[config.mk]
export PLATFORM = sky130hd
export DESIGN_NAME = seq_counter_gen
export DESIGN_NICKNAME = d
export VERILOG_FILES = /design/src/rtl/seq_gen_pkg.sv /design/src/rtl/seq_counter_gen_next.sv /design/src/rtl/seq_counter_gen.sv
export SDC_FILE = /design/constraint.sdc
export NUM_CORES = 1
export LEC_CHECK = 0
export ABC_AREA = 0
export BUFFER_PORTS_ARGS = -buffer_cell sky130_fd_sc_hd__clkbuf_2
export CAP_MARGIN = 30
export CORE_MARGIN = 8
export CORE_UTILIZATION = 41
export DETAILED_ROUTE_END_ITERATION = 10
export HOLD_SLACK_MARGIN = 0.12
export PLACE_DENSITY_LB_ADDON = 0.12
export SYNTH_ARGS = -nofsm -noshare
export SYNTH_HDL_FRONTEND = slang
export SYNTH_SLANG_ARGS = --single-unit
[constraint.sdc]
create_clock -name CLK -period 1.7 [get_ports CLK]
set_input_delay 0.255 -clock CLK [delete_from_list [all_inputs] [get_ports CLK]]
set_output_delay 0.255 -clock CLK [all_outputs]
set_load 0.01 [all_outputs]
[src/rtl/seq_gen_pkg.sv]
// Shared constants, word type and next-state helpers
// for the sequence counter family.
package seq_gen_pkg;

  localparam logic [1:0] MODE_BIN  = 2'b00;
  localparam logic [1:0] MODE_RING = 2'b01;
  localparam logic [1:0] MODE_JOHN = 2'b10;
  localparam logic [1:0] MODE_LFSR = 2'b11;

  localparam logic DIR_UP = 1'b0;
  localparam logic DIR_DN = 1'b1;

  localparam int unsigned MAXW = 32;

  typedef logic [MAXW-1:0] word_t;

  function automatic word_t wmask(
    input int unsigned w
  );
    if (w >= MAXW) return '1;
    return (word_t'(1) << w) - word_t'(1);
  endfunction

  function automatic word_t init_val(
    input logic [1:0] mode,
    input word_t      seed
  );
    word_t v;
    v = '0;
    unique case (mode)
      MODE_RING: v = word_t'(1);
      MODE_LFSR: v = seed;
      default:   v = '0;
    endcase
    return v;
  endfunction

  // Helpers work on a full 32-bit word; callers
  // pass the live width and keep the low bits.
  function automatic word_t step_val(
    input word_t       q,
    input logic [1:0]  mode,
    input logic        dir,
    input int unsigned w,
    input logic [32:0] modulus,
    input word_t       taps
  );
    word_t       m;
    word_t       top;
    word_t       r;
    logic [32:0] qx;
    logic [32:0] lim;
    m   = wmask(w);
    top = word_t'(1) << (w - 1);
    qx  = {1'b0, q};
    lim = modulus - 33'd1;
    r   = q;
    unique case (mode)
      MODE_BIN: begin
        if (dir == DIR_UP)
          r = (qx >= lim) ? '0 : q + word_t'(1);
        else if (q == '0 || qx >= modulus)
          r = lim[31:0];
        else
          r = q - word_t'(1);
      end
      MODE_RING: begin
        if (dir == DIR_UP)
          r = (q << 1)
            | (((q & top) != '0) ? word_t'(1) : '0);
        else
          r = (q >> 1) | (q[0] ? top : '0);
      end
      MODE_JOHN: begin
        if (dir == DIR_UP)
          r = (q << 1)
            | (((q & top) == '0) ? word_t'(1) : '0);
        else
          r = (q >> 1) | (q[0] ? '0 : top);
      end
      default: r = (q >> 1) ^ (q[0] ? taps : '0);
    endcase
    return r & m;
  endfunction

endpackage

[src/rtl/seq_counter_gen_next.sv]
// Combinational next-state and terminal-count logic,
// shared with the multi-channel counter.
module seq_next_state
  import seq_gen_pkg::*;
#(
  parameter int unsigned       WIDTH   = 4,
  parameter logic [32:0]       MODULUS = 33'd10,
  parameter logic [WIDTH-1:0]  SEED    = WIDTH'(1),
  parameter logic [WIDTH-1:0]  TAPS    = WIDTH'(4'b1100)
) (
  input  logic [WIDTH-1:0] q_i,
  input  logic [1:0]       mode_i,
  input  logic             dir_i,
  output logic [WIDTH-1:0] q_nxt_o,
  output logic             tc_o
);

  word_t       q_w;
  word_t       nxt_w;
  word_t       hi_w;
  logic [32:0] lim;

  always_comb begin
    q_w   = word_t'(q_i);
    nxt_w = step_val(q_w, mode_i, dir_i, WIDTH,
                     MODULUS, word_t'(TAPS));
    hi_w  = word_t'(1) << (WIDTH - 1);
    lim   = MODULUS - 33'd1;
    tc_o  = 1'b0;
    unique case (mode_i)
      MODE_BIN:
        tc_o = (dir_i == DIR_UP)
             ? ({1'b0, q_w} >= lim)
             : (q_w == '0);
      MODE_RING, MODE_JOHN:
        tc_o = (dir_i == DIR_UP)
             ? (q_w == hi_w)
             : (q_w == word_t'(1));
      default:
        tc_o = (nxt_w == word_t'(SEED));
    endcase
  end

  assign q_nxt_o = nxt_w[WIDTH-1:0];

endmodule

[src/rtl/seq_counter_gen.sv]
// Multi-mode sequence counter: binary, ring,
// Johnson and LFSR with load and terminal count.
module seq_counter_gen
  import seq_gen_pkg::*;
#(
  parameter int unsigned       WIDTH   = 4,
  parameter logic [32:0]       MODULUS = 33'd10,
  parameter logic [WIDTH-1:0]  SEED    = WIDTH'(1),
  parameter logic [WIDTH-1:0]  TAPS    = WIDTH'(4'b1100)
) (
  input  logic             CLK,
  input  logic             RST,
  input  logic             EN,
  input  logic [1:0]       MODE,
  input  logic             DIR,
  input  logic             LOAD,
  input  logic [WIDTH-1:0] D,
  output logic [WIDTH-1:0] Q,
  output logic             TC
);

  logic [WIDTH-1:0] q_q;
  logic [WIDTH-1:0] q_d;
  logic [1:0]       mode_q;
  logic [1:0]       mode_d;
  logic [WIDTH-1:0] nxt;
  logic [WIDTH-1:0] init_v;
  word_t            init_w;
  logic             unused_init;

  seq_next_state #(
    .WIDTH   (WIDTH),
    .MODULUS (MODULUS),
    .SEED    (SEED),
    .TAPS    (TAPS)
  ) u_next (
    .q_i     (q_q),
    .mode_i  (MODE),
    .dir_i   (DIR),
    .q_nxt_o (nxt),
    .tc_o    (TC)
  );

  assign unused_init = ^init_w;

  // Zero loads in ring/LFSR would lock up, so
  // they fall back to the mode's init value.
  always_comb begin
    init_w = init_val(MODE, word_t'(SEED));
    init_v = init_w[WIDTH-1:0];
    mode_d = MODE;
    q_d    = q_q;
    if (MODE != mode_q)
      q_d = init_v;
    else if (LOAD)
      q_d = (D == '0 && (MODE == MODE_RING ||
                         MODE == MODE_LFSR))
          ? init_v : D;
    else if (EN)
      q_d = nxt;
  end

  always_ff @(posedge CLK) begin
    if (RST) begin
      q_q    <= init_v;
      mode_q <= MODE;
    end else begin
      q_q    <= q_d;
      mode_q <= mode_d;
    end
  end

  assign Q = q_q;

endmodule

== Yosys cells after proc, flatten, opt, wreduce, memory -nomap -nowiden ==
Index checks and enable logic that the tools add are counted.
Operators by class
  $add $sub $neg: 2
  $mul: 0
  div/mod/pow operators: 0
  magnitude comparators: 2
  equality and inequality tests: 7
  shifts and indexed selects: 0
  multiplexer cells: 20
  bitwise operators: 5
  reductions and logical operators: 10
Operator list (number)
  $mux 4: 13
  $logic_not 32->1: 1
  $pmux 4 s3: 1
  $eq 4x1->1 const B: 2
  $ge 4x4->1 const B: 2
  $logic_not 4->1: 2
  $or 3x4->4: 2
  $or 4x4->4: 2
  $mux 1: 5
  $add 4x1->4 const B: 1
  $eq 2x2->1 const B: 2
  $eq 4x4->1 const B: 1
  $reduce_bool 4->1: 1
  $reduce_or 2->1: 2
  $sub 4x1->4 const B: 1
  $xor 3x4->4: 1
  $eq 2x1->1 const B: 1
  $logic_not 2->1: 1
  $logic_or 1x1->1: 2
  $ne 2x2->1: 1
  $pmux 1 s2: 1
  $logic_and 1x1->1: 1
Word-level totals
  flip-flop bits (word level): 6
  bits in latches: 0
  RAM bits: 0
  bits in read-only memories: 0
  input bits: 11
  output and inout port bits: 5
  logic and storage cells: 48
  memories: 0

== Depth between registers and ports, before layout ==
  depth in word-level cells: 9
  gate-level depth with buffers: 8
  mapped depth without buffers: 7

== By module ==
From an unflattened synthesis, not the netlist that was laid out.
Second synthesis, totals
  cell total of the unflattened synthesis: 97
  area, all modules: 812.0 um^2
Modules (own cells, without submodules)
  seq_next_state: instances 1, cells each 75, area an instance 536.8 um^2, sequential area each 0.0 um^2
  seq_counter_gen: instances 1, cells each 22, area an instance 275.3 um^2, sequential area each 160.2 um^2

== Worst setup path after synthesis ==
OpenSTA, ideal clock, no wires.
  kind: register to output
  start point: register q_q[0] (netlist: Q[0])
  end point: output port TC
  data arrival time: 1.617 ns
  required time: 1.445 ns
  slack: -0.172 ns
  cell stages (with the launch flop): 8
  buffers on the path: 1
  cells stage by stage: edfxtp_1 -> buf_6 -> clkinv_1 -> ha_1 -> nor3b_2 -> o32ai_1 -> a32oi_1 -> o21ai_0
Between the ends
  longest elaborated chain between the ends: 7
  elaborated cells between the ends (all ways): 26
  those cells by class: add/sub: 2; order compare: 2; eq/ne: 3; mux: 12; bitwise: 5; reduce/logical: 2
Ends and longest elaborated chain
  start: declaration: RTL line seq_counter_gen.sv:22  | logic [WIDTH-1:0] q_q;
  start signal: assignment: RTL line seq_counter_gen.sv:65  | q_q <= init_v;
  start signal: assignment: RTL line seq_counter_gen.sv:68  | q_q <= q_d;
  $ge 4x4->1 or $logic_not 4->1 (tied branches): RTL line seq_gen_pkg.sv:62, seq_counter_gen_next.sv:34
  $logic_or 1x1->1: RTL line seq_gen_pkg.sv:62  | else if (q == '0 || qx >= modulus)
  $mux 4: RTL line seq_gen_pkg.sv:62
  $mux 4: RTL line seq_gen_pkg.sv:60  | if (dir == DIR_UP)
  $pmux 4 s3: RTL line seq_gen_pkg.sv:58  | unique case (mode)
  $eq 4x1->1: RTL line seq_counter_gen_next.sv:40  | tc_o = (nxt_w == word_t'(SEED));
  $pmux 1 s2 *: RTL line seq_counter_gen_next.sv:30  | unique case (mode_i)
  end: declaration: RTL line seq_counter_gen.sv:19  | output logic TC
Every way passes the cells marked *; elsewhere a longest branch is shown, timed or not.

== Final worst setup path ==
  start point: register q_q[0] (netlist: Q[0])
  end point: register q_q[0] (netlist: Q[0]), data pin
Between the ends
  longest elaborated chain between the ends: 9
  elaborated cells between the ends (all ways): 14
  those cells by class: add/sub: 2; order compare: 2; mux: 8; reduce/logical: 2
Ends and longest elaborated chain
  $ge 4x4->1 or $logic_not 4->1 (tied branches): RTL line seq_gen_pkg.sv:62
  $logic_or 1x1->1: RTL line seq_gen_pkg.sv:62
  $mux 4: RTL line seq_gen_pkg.sv:62
  $mux 4 *: RTL line seq_gen_pkg.sv:60
  $pmux 4 s3 *: RTL line seq_gen_pkg.sv:58
  $mux 4 *: RTL line seq_counter_gen.sv:59  | else if (EN)
  $mux 4 *: RTL line seq_counter_gen.sv:55  | else if (LOAD)
  $mux 4 *: RTL line seq_counter_gen.sv:53  | if (MODE != mode_q)
  $mux 4 *: RTL line seq_counter_gen.sv:64  | if (RST) begin
Every way passes the cells marked *; elsewhere a longest branch is shown, timed or not. The select of a mux whose other input is x is not followed.
A chain may end at the register's enable or synchronous reset.

==> run_summary.xml <==
<?xml version="1.0" encoding="UTF-8"?>
<metrics>
  <group name="power_and_ir_drop">
    <metric name="cellLeakagePower" unit="nW">0.516</metric>
    <metric name="power_per_cell_area" unit="mW/mm²">585</metric>
    <metric name="vdd_ir_drop_max" unit="mV">0.538</metric>
    <metric name="totalPowerFinal" unit="W">0.000706</metric>
  </group>
  <group name="cts">
    <metric name="cts_max_level" unit="">1</metric>
    <metric name="num_clock_sinks" unit="">6</metric>
    <metric name="cts_root_buf" unit="">clkbuf_4</metric>
    <metric name="ctsLongestPathBuffers" unit="">2</metric>
    <metric name="source_to_sink_clock_delay_at_the_later_pin_of_the_worst_skew_pair" unit="ns">0.24</metric>
    <metric name="numCtsBuffers" unit="">3</metric>
    <metric name="cts-hold-fix-buffers" unit="">0</metric>
    <metric name="clock_pin_transition_on_the_worst_setup_and_hold_timing_paths" unit="ns">0.05</metric>
    <metric name="cts_tree" unit="">yes</metric>
  </group>
  <group name="die">
    <metric name="die_w" unit="µm">61.2</metric>
    <metric name="floorplan.die.height" unit="µm">61.2</metric>
    <metric name="core" unit="mm²">0.00194</metric>
    <metric name="start_util" unit="%">43.2</metric>
    <metric name="ios" unit="">16</metric>
    <metric name="rows" unit="">16</metric>
    <metric name="design.die.area" unit="mm²">0.00375</metric>
  </group>
  <group name="timing">
    <metric name="headroom_to_the_max_slew_limit" unit="%">78.5</metric>
    <metric name="period_share" unit="%">119</metric>
    <metric name="period_minus_slack" unit="ns">2.02</metric>
    <metric name="final.setup.tns" unit="ns">-1.18</metric>
    <metric name="maximum_operating_frequency" unit="MHz">495</metric>
    <metric name="finalSetupViolations" unit="">5</metric>
    <metric name="grt_setup_unrepaired" unit="">true</metric>
    <metric name="finalWorstSetupSlack" unit="ns">-0.322</metric>
    <metric name="worst_slew_pin_slew" unit="ns">0.316</metric>
    <metric name="clock-skew-final" unit="ns">0.00285</metric>
    <metric name="slew_viol_final" unit="">0</metric>
    <metric name="hold_violations" unit="">0</metric>
  </group>
  <group name="worst_setup_path">
    <metric name="worst_ep_arrival_time" unit="ns">2.02</metric>
    <metric name="critPathKind" unit="">flip-flop to flip-flop</metric>
    <metric name="required" unit="ns">1.69</metric>
    <metric name="startpoint_type" unit="">flip-flop</metric>
    <metric name="crit_path_end_kind" unit="">flip-flop</metric>
    <metric name="timing.critical_path.fanout_max" unit="">4</metric>
  </group>
  <group name="finish">
    <metric name="multiInputGateArea" unit="µm²">683</metric>
    <metric name="layout.nets" unit="">160</metric>
    <metric name="post-route-cell-area" unit="mm²">0.00121</metric>
    <metric name="antenna-diode-count" unit="">0</metric>
    <metric name="area_growth_syn_to_layout" unit="%">44.0</metric>
    <metric name="register_area" unit="µm²">160</metric>
    <metric name="drive_above_1_share" unit="%">46.8</metric>
    <metric name="fillerInstances" unit="">188</metric>
    <metric name="final_cell_count_no_fill" unit="">166</metric>
  </group>
  <group name="synth">
    <metric name="synth.most_common_cell" unit="">nand2_1</metric>
    <metric name="synth-async-reset-ratio" unit="%">0</metric>
    <metric name="synth-seq-cells" unit="">6</metric>
    <metric name="yosys_most_used_dff" unit="">edfxtp_1</metric>
    <metric name="synthDominantAreaCellType" unit="">edfxtp_1</metric>
    <metric name="synth-edff-count" unit="">4</metric>
    <metric name="syn-mean-instance-area" unit="µm²">8.14</metric>
    <metric name="yosys.cell_types.count" unit="">45</metric>
    <metric name="synth.cell_area" unit="µm²">838</metric>
    <metric name="synthesized_instance_count" unit="">103</metric>
    <metric name="netlist_top_cells_count" unit="">nand2_1 (10), a21oi_1 (9), ha_1 (9)</metric>
    <metric name="synth_top_cells_by_area" unit="">edfxtp_1 (14%), ha_1 (13%), a21oi_1 (5.4%)</metric>
    <metric name="yosysWarningCount" unit="">0</metric>
    <metric name="yosys.area.top_type_share" unit="%">14.3</metric>
    <metric name="synth.yosys.seq_area_share" unit="%">19.1</metric>
    <metric name="synthesis.nets" unit="">123</metric>
  </group>
  <group name="placement">
    <metric name="place.port_buffers" unit="">15</metric>
    <metric name="place.detailed.hpwl" unit="µm">1690</metric>
    <metric name="number_of_placed_cells_counting_well_taps" unit="">155</metric>
    <metric name="dpl_cell_area" unit="mm²">0.00103</metric>
    <metric name="gpl.final_weighted_congestion" unit="">0.874</metric>
  </group>
  <group name="grt">
    <metric name="antenna_found_initial" unit="">0</metric>
    <metric name="first_global_vias" unit="">789</metric>
    <metric name="grt.total_usage" unit="%">11.9</metric>
    <metric name="grt_max_degree" unit="">14</metric>
    <metric name="grt_overflow_total" unit="">0</metric>
    <metric name="global_route_wire_length_before_repair" unit="µm">3440</metric>
  </group>
  <group name="drt">
    <metric name="drt-pass1-iter-count" unit="">4</metric>
    <metric name="routed_via_density" unit="">5.27</metric>
    <metric name="route.detailed.wl_per_inst" unit="µm">14.8</metric>
    <metric name="detail_route.wirelength" unit="µm">2460</metric>
    <metric name="routed-via-count" unit="">874</metric>
    <metric name="route.detailed.drc" unit="">0</metric>
    <metric name="first_iter_violations" unit="">10</metric>
    <metric name="antenna_violating_nets_post_route" unit="">0</metric>
  </group>
  <group name="outcome">
    <metric name="status" unit="">complete, but fails checks</metric>
    <metric name="failed_checks" unit="">negative setup slack</metric>
  </group>
  <group name="job">
    <metric name="max_cap_viol_count" unit="">0</metric>
  </group>
  <group name="hold_path">
    <metric name="hp-class" unit="">primary input to flip-flop</metric>
  </group>
</metrics>
-- critical path, stage by stage, from the launching register on --
cell and delay, ns:
edfxtp_1 0.45, clkinv_4 0.11, ha_4 0.17, nor3b_4 0.15
buf_4 0.14, buf_6 0.11, buf_6 0.11, o211ai_1 0.17
o211ai_1 0.12, a31o_1 0.24
-- layout make-up --
type	instances	area share (%)
inverters	7	2.80
clock buffers	4	2.18
multi-input cells	82	56.6
flip-flops and latches	6	13.3
well taps	27	2.80
repair buffers	40	22.4
-- sequential cells by signal, indices dropped and copies added (netlist names) --
signal	cells
Q	4
mode_q	2
-- cell usage in the layout, fill, tap and decap left out, types with 2 or more instances in the layout --
cell,count
dfxtp_1,2
or3_1,2
ha_2,2
ha_1,4
clkbuf_4,3
nor2_1,5
xnor2_1,2
nand2b_1,4
nor3b_2,2
buf_4,23
a21oi_1,7
clkbuf_2,14
ha_4,3
o211ai_1,2
o32ai_2,2
inv_1,4
nand3_1,2
o22ai_1,2
xor2_1,3
buf_6,2
a21oi_2,2
edfxtp_1,4
nand2_1,9
o21ai_1,4
nor3_1,2
-- stage by stage --
stage               utilization, %  hold slack (ns)  worst slack (ns)
finish                        62.2            0.192            -0.322
global route                  62.2            0.201            -0.414
CTS                           56.5            0.185            -0.287
detailed placement            53.0            0.444           -0.0964
global placement              53.0            0.438            -0.116
floorplan                        -            0.283           -0.0292
-- path summary, 6_finish.rpt --
path	startpoint	endpoint	slack [ns]	depth (start not counted)
setup / recovery	Q[0]	Q[0]	-0.32	9
hold reg to reg	Q[1]	Q[0]	0.90	4
setup reg to reg	Q[0]	Q[0]	-0.32	9
hold / removal	MODE[0]	mode_q[0]	0.19	1
-- report_power, final --
part | internal [W] | leakage, nW | switching, W
clock network | 0.0000892 | 0.0150 | 0.0000557
registers | 0.000167 | 0.0639 | 0.0000100
logic | 0.000195 | 0.437 | 0.000189
-- per-layer routing --
metal	part of all wire [%]	GRT usage, %	routed length (µm)	up-vias
li1	-	-	-	444
met1	44	15.3	1080	401
met4	0.16	3.99	4	0
met3	3.9	1.67	96	2
met5	0	0	0	-
met2	52	19.6	1280	27
-- what timing repair did --
| item | in CTS | in global routing |
|---|---|---|
| resized for setup | 4 | 17 |
| buffers inserted | 4 | 3 |
| pin swaps | 6 | 15 |
| endpoints found under the setup margin | 5 | 5 |
-- cell families (layout without fill, tap and decap cells) --
logic type / count (synthesis) / in the layout / synth area share, %
AOI/OAI and AO/OA: 30 / 30 / 23.6
xor gates and xnor gates: 5 / 5 / 5.22
adders and majority gates: 9 / 9 / 13.4
buffers and inverters: 15 / 51 / 12.8
DFF: 6 / 6 / 19.1
muxes: 2 / 2 / 2.39
and+or+nand+nor: 36 / 36 / 23.4
Note: power is estimated with default switching activity, not from simulation.
